<file path="src/rtl/card1_pll_reset_seq_if.sv">
// Signal bundle between the PLL reset sequencer and the card-level PLL/reset fabric.
// master: the sequencer; slave: the PLL and downstream domains.
interface card1_pll_reset_seq_if #(
    parameter int NUM_DOMAINS = 4
);
    logic                   pll_locked;
    logic                   restart;
    logic                   pll_areset;
    logic [NUM_DOMAINS-1:0] domain_rst_n;
    logic                   ready;
    logic                   fault;
    logic [3:0]             retry_cnt;
    logic [7:0]             lock_loss_cnt;
    logic [2:0]             state;

    modport master (
        input  pll_locked, restart,
        output pll_areset, domain_rst_n, ready, fault, retry_cnt, lock_loss_cnt, state
    );

    modport slave (
        output pll_locked, restart,
        input  pll_areset, domain_rst_n, ready, fault, retry_cnt, lock_loss_cnt, state
    );
endinterface

</file>
<file path="src/rtl/card1_pll_reset_seq.sv">
// PLL power-up/recovery sequencer: pulses areset, qualifies lock, releases
// domain resets in staggered order, retries on timeout and faults when exhausted.
module card1_pll_reset_seq #(
    parameter int RESET_PULSE_CYCLES  = 16,
    parameter int LOCK_TIMEOUT_CYCLES = 65536,
    parameter int LOCK_STABLE_CYCLES  = 1024,
    parameter int RELEASE_GAP         = 8,
    parameter int NUM_DOMAINS         = 4,
    parameter int MAX_RETRIES         = 3
) (
    input logic                   inclk0,
    input logic                   areset_n,
    card1_pll_reset_seq_if.master bus
);
    localparam int REL_LAST = (NUM_DOMAINS - 1) * RELEASE_GAP;
    localparam int PW = (RESET_PULSE_CYCLES  > 1) ? $clog2(RESET_PULSE_CYCLES)  : 1;
    localparam int TW = (LOCK_TIMEOUT_CYCLES > 1) ? $clog2(LOCK_TIMEOUT_CYCLES) : 1;
    localparam int SW = (LOCK_STABLE_CYCLES  > 1) ? $clog2(LOCK_STABLE_CYCLES)  : 1;
    localparam int RW = (REL_LAST > 0) ? $clog2(REL_LAST + 1) : 1;

    typedef enum logic [2:0] {
        IDLE       = 3'd0,
        ASSERT_RST = 3'd1,
        WAIT_LOCK  = 3'd2,
        STABLE     = 3'd3,
        RELEASE    = 3'd4,
        RUN        = 3'd5,
        FAULT      = 3'd6
    } state_t;

    state_t                 state_q, state_d;
    logic                   sync1_q, locked_s_q;
    logic [PW-1:0]          pulse_q, pulse_d;
    logic [TW-1:0]          tmo_q, tmo_d;
    logic [SW-1:0]          stab_q, stab_d;
    logic [RW-1:0]          rel_q, rel_d;
    logic [3:0]             retry_cnt_q, retry_cnt_d, retry_inc;
    logic [7:0]             lock_loss_cnt_q, lock_loss_cnt_d;
    logic                   pll_areset_q, pll_areset_d;
    logic [NUM_DOMAINS-1:0] domain_rst_n_q, domain_rst_n_d;
    logic                   ready_q, ready_d;
    logic                   fault_q, fault_d;

    always_ff @(posedge inclk0 or negedge areset_n) begin
        if (!areset_n) begin
            sync1_q    <= 1'b0;
            locked_s_q <= 1'b0;
        end else begin
            sync1_q    <= bus.pll_locked;
            locked_s_q <= sync1_q;
        end
    end

    always_ff @(posedge inclk0 or negedge areset_n) begin
        if (!areset_n) begin
            state_q         <= IDLE;
            pulse_q         <= '0;
            tmo_q           <= '0;
            stab_q          <= '0;
            rel_q           <= '0;
            retry_cnt_q     <= '0;
            lock_loss_cnt_q <= '0;
            pll_areset_q    <= 1'b1;
            domain_rst_n_q  <= '0;
            ready_q         <= 1'b0;
            fault_q         <= 1'b0;
        end else begin
            state_q         <= state_d;
            pulse_q         <= pulse_d;
            tmo_q           <= tmo_d;
            stab_q          <= stab_d;
            rel_q           <= rel_d;
            retry_cnt_q     <= retry_cnt_d;
            lock_loss_cnt_q <= lock_loss_cnt_d;
            pll_areset_q    <= pll_areset_d;
            domain_rst_n_q  <= domain_rst_n_d;
            ready_q         <= ready_d;
            fault_q         <= fault_d;
        end
    end

    always_comb begin
        state_d         = state_q;
        pulse_d         = pulse_q;
        tmo_d           = tmo_q;
        stab_d          = stab_q;
        rel_d           = rel_q;
        retry_cnt_d     = retry_cnt_q;
        lock_loss_cnt_d = lock_loss_cnt_q;
        retry_inc       = retry_cnt_q + 4'd1;

        if (bus.restart) begin
            state_d     = ASSERT_RST;
            pulse_d     = '0;
            retry_cnt_d = '0;
        end else begin
            unique case (state_q)
                IDLE: begin
                    state_d = ASSERT_RST;
                    pulse_d = '0;
                end
                ASSERT_RST: begin
                    if (pulse_q == PW'(RESET_PULSE_CYCLES - 1)) begin
                        state_d = WAIT_LOCK;
                        tmo_d   = '0;
                    end else begin
                        pulse_d = pulse_q + 1'b1;
                    end
                end
                WAIT_LOCK, STABLE: begin
                    // Timeout spans both states so a chattering lock cannot stall forever.
                    if (tmo_q == TW'(LOCK_TIMEOUT_CYCLES - 1)) begin
                        retry_cnt_d = retry_inc;
                        pulse_d     = '0;
                        state_d     = (retry_inc < 4'(MAX_RETRIES)) ? ASSERT_RST : FAULT;
                    end else begin
                        tmo_d = tmo_q + 1'b1;
                        if (state_q == WAIT_LOCK) begin
                            if (locked_s_q) begin
                                state_d = STABLE;
                                stab_d  = SW'(1);
                            end
                        end else if (!locked_s_q) begin
                            state_d = WAIT_LOCK;
                        end else if (stab_q >= SW'(LOCK_STABLE_CYCLES - 1)) begin
                            state_d = RELEASE;
                            rel_d   = '0;
                        end else begin
                            stab_d = stab_q + 1'b1;
                        end
                    end
                end
                RELEASE, RUN: begin
                    if (!locked_s_q) begin
                        state_d = ASSERT_RST;
                        pulse_d = '0;
                        if (lock_loss_cnt_q != '1) lock_loss_cnt_d = lock_loss_cnt_q + 8'd1;
                    end else if (state_q == RELEASE) begin
                        if (rel_q == RW'(REL_LAST)) begin
                            state_d     = RUN;
                            retry_cnt_d = '0;
                        end else begin
                            rel_d = rel_q + 1'b1;
                        end
                    end
                end
                FAULT: state_d = FAULT;
                default: state_d = IDLE;
            endcase
        end

        // Outputs are decoded from the next state so every port comes straight from a flop.
        pll_areset_d = (state_d == IDLE) || (state_d == ASSERT_RST) || (state_d == FAULT);
        ready_d      = (state_d == RUN);
        fault_d      = (state_d == FAULT);
        for (int unsigned k = 0; k < NUM_DOMAINS; k++) begin
            domain_rst_n_d[k] = (state_d == RUN) ||
                                ((state_d == RELEASE) && (rel_d >= RW'(k * RELEASE_GAP)));
        end
    end

    assign bus.pll_areset    = pll_areset_q;
    assign bus.domain_rst_n  = domain_rst_n_q;
    assign bus.ready         = ready_q;
    assign bus.fault         = fault_q;
    assign bus.retry_cnt     = retry_cnt_q;
    assign bus.lock_loss_cnt = lock_loss_cnt_q;
    assign bus.state         = state_q;
endmodule

</file>
<file path="src/flat_wrapper.sv">
// flat-port wrapper written by rule: the top's interface ports become plain ports
module card1_pll_reset_seq_flat 
#(
    parameter int RESET_PULSE_CYCLES  = 16,
    parameter int LOCK_TIMEOUT_CYCLES = 65536,
    parameter int LOCK_STABLE_CYCLES  = 1024,
    parameter int RELEASE_GAP         = 8,
    parameter int NUM_DOMAINS         = 4,
    parameter int MAX_RETRIES         = 3
)
  (inclk0, areset_n, bus_pll_locked, bus_restart, bus_pll_areset, bus_domain_rst_n, bus_ready, bus_fault, bus_retry_cnt, bus_lock_loss_cnt, bus_state);
  card1_pll_reset_seq_if #(.NUM_DOMAINS(NUM_DOMAINS)) bus_i ();
  input logic inclk0;
  input logic areset_n;
  input wire logic [$bits(bus_i.pll_locked)-1:0] bus_pll_locked;
  input wire logic [$bits(bus_i.restart)-1:0] bus_restart;
  output wire logic [$bits(bus_i.pll_areset)-1:0] bus_pll_areset;
  output wire logic [$bits(bus_i.domain_rst_n)-1:0] bus_domain_rst_n;
  output wire logic [$bits(bus_i.ready)-1:0] bus_ready;
  output wire logic [$bits(bus_i.fault)-1:0] bus_fault;
  output wire logic [$bits(bus_i.retry_cnt)-1:0] bus_retry_cnt;
  output wire logic [$bits(bus_i.lock_loss_cnt)-1:0] bus_lock_loss_cnt;
  output wire logic [$bits(bus_i.state)-1:0] bus_state;
  assign bus_i.pll_locked = bus_pll_locked;
  assign bus_i.restart = bus_restart;
  assign bus_pll_areset = bus_i.pll_areset;
  assign bus_domain_rst_n = bus_i.domain_rst_n;
  assign bus_ready = bus_i.ready;
  assign bus_fault = bus_i.fault;
  assign bus_retry_cnt = bus_i.retry_cnt;
  assign bus_lock_loss_cnt = bus_i.lock_loss_cnt;
  assign bus_state = bus_i.state;
  card1_pll_reset_seq #(.RESET_PULSE_CYCLES(RESET_PULSE_CYCLES), .LOCK_TIMEOUT_CYCLES(LOCK_TIMEOUT_CYCLES), .LOCK_STABLE_CYCLES(LOCK_STABLE_CYCLES), .RELEASE_GAP(RELEASE_GAP), .NUM_DOMAINS(NUM_DOMAINS), .MAX_RETRIES(MAX_RETRIES)) u_core (.inclk0(inclk0), .areset_n(areset_n), .bus(bus_i));
endmodule
</file>
<file path="config.mk">
export PLATFORM = sky130hd
export DESIGN_NAME = card1_pll_reset_seq_flat
export DESIGN_NICKNAME = d
export VERILOG_FILES = /design/src/rtl/card1_pll_reset_seq_if.sv /design/src/rtl/card1_pll_reset_seq.sv /design/src/flat_wrapper.sv
export SDC_FILE = /design/constraint.sdc
export NUM_CORES = 1
export LEC_CHECK = 0
export CORE_MARGIN = 5
export CORE_UTILIZATION = 45
export CTS_CLUSTER_SIZE = 12
export DETAILED_ROUTE_END_ITERATION = 12
export PLACE_DENSITY = 0.7
export SLEW_MARGIN = 15
export SYNTH_ARGS = -nofsm -noshare
export SYNTH_HDL_FRONTEND = slang
export SYNTH_SLANG_ARGS = --single-unit
export TNS_END_PERCENT = 30
</file>
<file path="constraint.sdc">
create_clock -name inclk0 -period 2.5 [get_ports inclk0]
set_clock_uncertainty 0.05 [all_clocks]
set_input_delay 0.375 -clock inclk0 [delete_from_list [all_inputs] [get_ports inclk0]]
set_output_delay 0.375 -clock inclk0 [all_outputs]
set_load 0.01 [all_outputs]
</file>
==> results of run 1 <==
through the flow:
stage | setup WS, ns | area (sq um)
finish | 0.181 | 3890
global route | 0.0468 | 3890
CTS | 0.102 | 3890
detailed placement | 0.139 | 3660
global placement | 0.183 | 3660
floorplan | 0.455 | 3210
worst max-delay path: cells and delay by family, from the launching register on:
kind,cells,cell delay (ns)
and+or+nand+nor,4,1.26
DFF,1,0.48
AOI/OAI and AO/OA,2,0.45
worst max-delay path by stage:
| stage | end |
|---|---|
| after detailed placement | u_core.bus.lock_loss_cnt[5] |
| final | u_core.bus.domain_rst_n[3] |
| after global placement | u_core.bus.lock_loss_cnt[7] |
| after floorplan | u_core.bus.lock_loss_cnt[7] |
| after CTS | u_core.tmo_q[11] |
| after global routing | u_core.rel_q[2] |
Yosys cell counts, types with 2 or more instances:
library cell / instances / area (sq um)
or4_1: 2 / 15.0
mux2i_1: 2 / 20.0
inv_1: 10 / 37.5
or3_1: 2 / 12.5
nand3b_1: 3 / 22.5
o21ai_0: 37 / 185
mux2_2: 2 / 22.5
a31oi_1: 9 / 56.3
o31ai_1: 9 / 67.6
dfrtp_1: 58 / 1450
nor3_1: 9 / 45.0
and3_1: 5 / 31.3
clkbuf_1: 5 / 18.8
nor4_1: 2 / 12.5
xor2_1: 2 / 17.5
buf_2: 4 / 20.0
nor3b_2: 2 / 25.0
o21a_1: 2 / 15.0
nand2_1: 39 / 146
o22ai_1: 2 / 12.5
a311oi_2: 2 / 30.0
a21oi_1: 6 / 30.0
and2_1: 5 / 31.3
nand4_1: 13 / 81.3
and4_1: 2 / 17.5
nand4b_1: 3 / 26.3
nand2b_1: 4 / 25.0
nor4_2: 2 / 25.0
xnor2_1: 6 / 52.6
a22o_1: 2 / 17.5
o21ai_1: 17 / 85.1
nand3_1: 15 / 75.1
or2_2: 2 / 12.5
nor2b_1: 2 / 12.5
a211oi_1: 3 / 22.5
nor2_1: 31 / 116
ha_1: 8 / 100
state kept, by name (all words and copies together), names as in the netlist:
signal,flops
u_core.bus.pll_areset,1
u_core.rel_q,5
u_core.locked_s_q,1
u_core.bus.domain_rst_n,4
u_core.stab_q,10
u_core.bus.fault,1
u_core.bus.state,3
u_core.bus.retry_cnt,4
u_core.sync1_q,1
u_core.bus.ready,1
u_core.bus.lock_loss_cnt,8
u_core.pulse_q,4
u_core.tmo_q,16
cells by family after synthesis:
kind of cell | share of synthesized area
buf+inv | 0.0308
fa+ha+maj | 0.0312
mux | 0.0133
simple gates | 0.251
flops | 0.461
xor+xnor | 0.0219
compound gates | 0.191
power by group through the flow:
stage	Clock (uW)	Combinational, uW	Sequential [uW]
floorplan	0	46.0	1010
global placement	0	98.6	1010
detailed placement	0	102	1010
CTS	1050	103	993
global route	1100	115	996
finish	1030	100	994
final cells by class:
class	instances	area share
Clock buffer	10	0.0328
Clock inverter	5	0.0264
Inverter	10	0.00964
Multi-Input combinational cell	268	0.420
Sequential cell	59	0.380
Tap cell	96	0.0309
Timing Repair Buffer	43	0.101
metal layers:
metal	global-route usage	wire [um]	vias up
li1	-	-	1358
met1	0.236	3440	1332
met2	0.287	3420	77
met5	0	0	-
met4	0.0650	122	0
met3	0.0414	438	13
==> flow_summary.json, run 1 <==
{
  "drcViolationCount": 0,
  "synth_async_sr_flop_share": 1.00,
  "multi_input_area_sq_mm": 0.00163,
  "worstPathRequired_ns": 2.71,
  "r2r_slack_ns": 0.18,
  "p_comb_frac": 0.047,
  "instances_no_fill": 491,
  "drt-wirelength-per-cell_um": 15.1,
  "rows": 30,
  "dr.pass1.iters": 6,
  "start_util": 0.467,
  "r2r_start": "u_core.tmo_q[9]",
  "p_int_uw": 1670,
  "nFillCells": 605,
  "cts_buffer_depth": 2,
  "hold_path_class": "in2async",
  "leakage_uw": 0.00165,
  "cts_tree": "built",
  "critPathCaptureType": "flop",
  "cts_setup_buffers": 0,
  "timing.final.crit_share": 0.928,
  "path_cells": "nand4_2 > or4_1 > a211oi_1 > or3_1 > nand2_4 > a21oi_1",
  "ys_seq_area_frac": 0.461,
  "critPathArrivalTime_ns": 2.53,
  "grt_usage": 0.179,
  "vias": 2780,
  "antennaDiodeCount": 0,
  "peakVddDrop_uv": 332,
  "max_cap_violations": 0,
  "syn_to_final_growth_pct": 21.4,
  "cts_resized": 0,
  "port_buffers": 25,
  "netSwitchingFraction": 0.215,
  "core_sq_mm": 0.00687,
  "worstPathMaxFanout": 7,
  "cts_htree_levels": 3,
  "slowest_stage": "or4_1",
  "p_sw_uw": 459,
  "final.setup.tns_ns": 0,
  "min_period_ns": 2.32,
  "grt_pass1_vias": 2742,
  "grt-ovfl-total": 0,
  "mostFrequentLayoutCells": "dfrtp_1, nand2_1, o21ai_0",
  "fp.dieArea_sq_mm": 0.00891,
  "ys_types": 57,
  "rr_worst_depth": 6,
  "finish.utilization": 0.567,
  "syn_avg_cell_area_sq_um": 9.19,
  "ys_ff_latch": 59,
  "startpoint": "u_core.tmo_q[9]",
  "slew_viol_final": 0,
  "clock_latency_ns": 0.34,
  "ant_nets": 0,
  "drive_above_1_share": 0.127,
  "r2r_end": "u_core.bus.domain_rst_n[3]",
  "grt_max_degree": 32,
  "placed_cells": 476,
  "setup_viol": 0,
  "finalHoldViolations": 0,
  "layout_commonest_cell": "dfrtp_1",
  "hold_buffers": 0,
  "die_h_um": 94.4,
  "status": "completed",
  "whs_ns": 0.0138,
  "clkPwrFrac": 0.486,
  "cts_buffers": 9,
  "viasPerCell": 5.66,
  "maxSlewHeadroom": 0.565,
  "die_x_um": 94.4,
  "fmax_ghz": 0.431,
  "grt_pass1_wl_um": 12700,
  "synthesis.area_sq_mm": 0.00321,
  "wl_um": 7420,
  "dp_hpwl_um": 5340,
  "rsz0062_at_grt": "no",
  "regArea_sq_mm": 0.00148,
  "worst_pin_slew_ns": 0.653,
  "critPathKind": "reg2reg",
  "syn_nets": 361,
  "io_pins": 26,
  "cts_root_buf": "clkbuf_8",
  "clkTransAtPathRegs_ns": 0.07,
  "seq_power_share": 0.467,
  "slowest_delay_ns": 0.72,
  "nets": 403,
  "drt_iter0_markers": 193,
  "synth_edf_count": 0,
  "p_per_area_mw_per_mm2": 547,
  "synthCells": 349,
  "start_kind": "flop",
  "antenna_found_initial": 0,
  "cts.sinks": 59,
  "p_total_uw": 2130,
  "synth_warnings": 0,
  "routabilityCongestion": 0.869,
  "synth_flop_cell": "dfrtp_1"
}
Note: power is estimated with default switching activity, not from simulation.
==> inputs of run 2 (changes only) <==
SKIP_CTS_REPAIR_TIMING = 1   (was default)
==> results of run 2 <==
Final layout, timing and power as in run 1 (identical DEF).
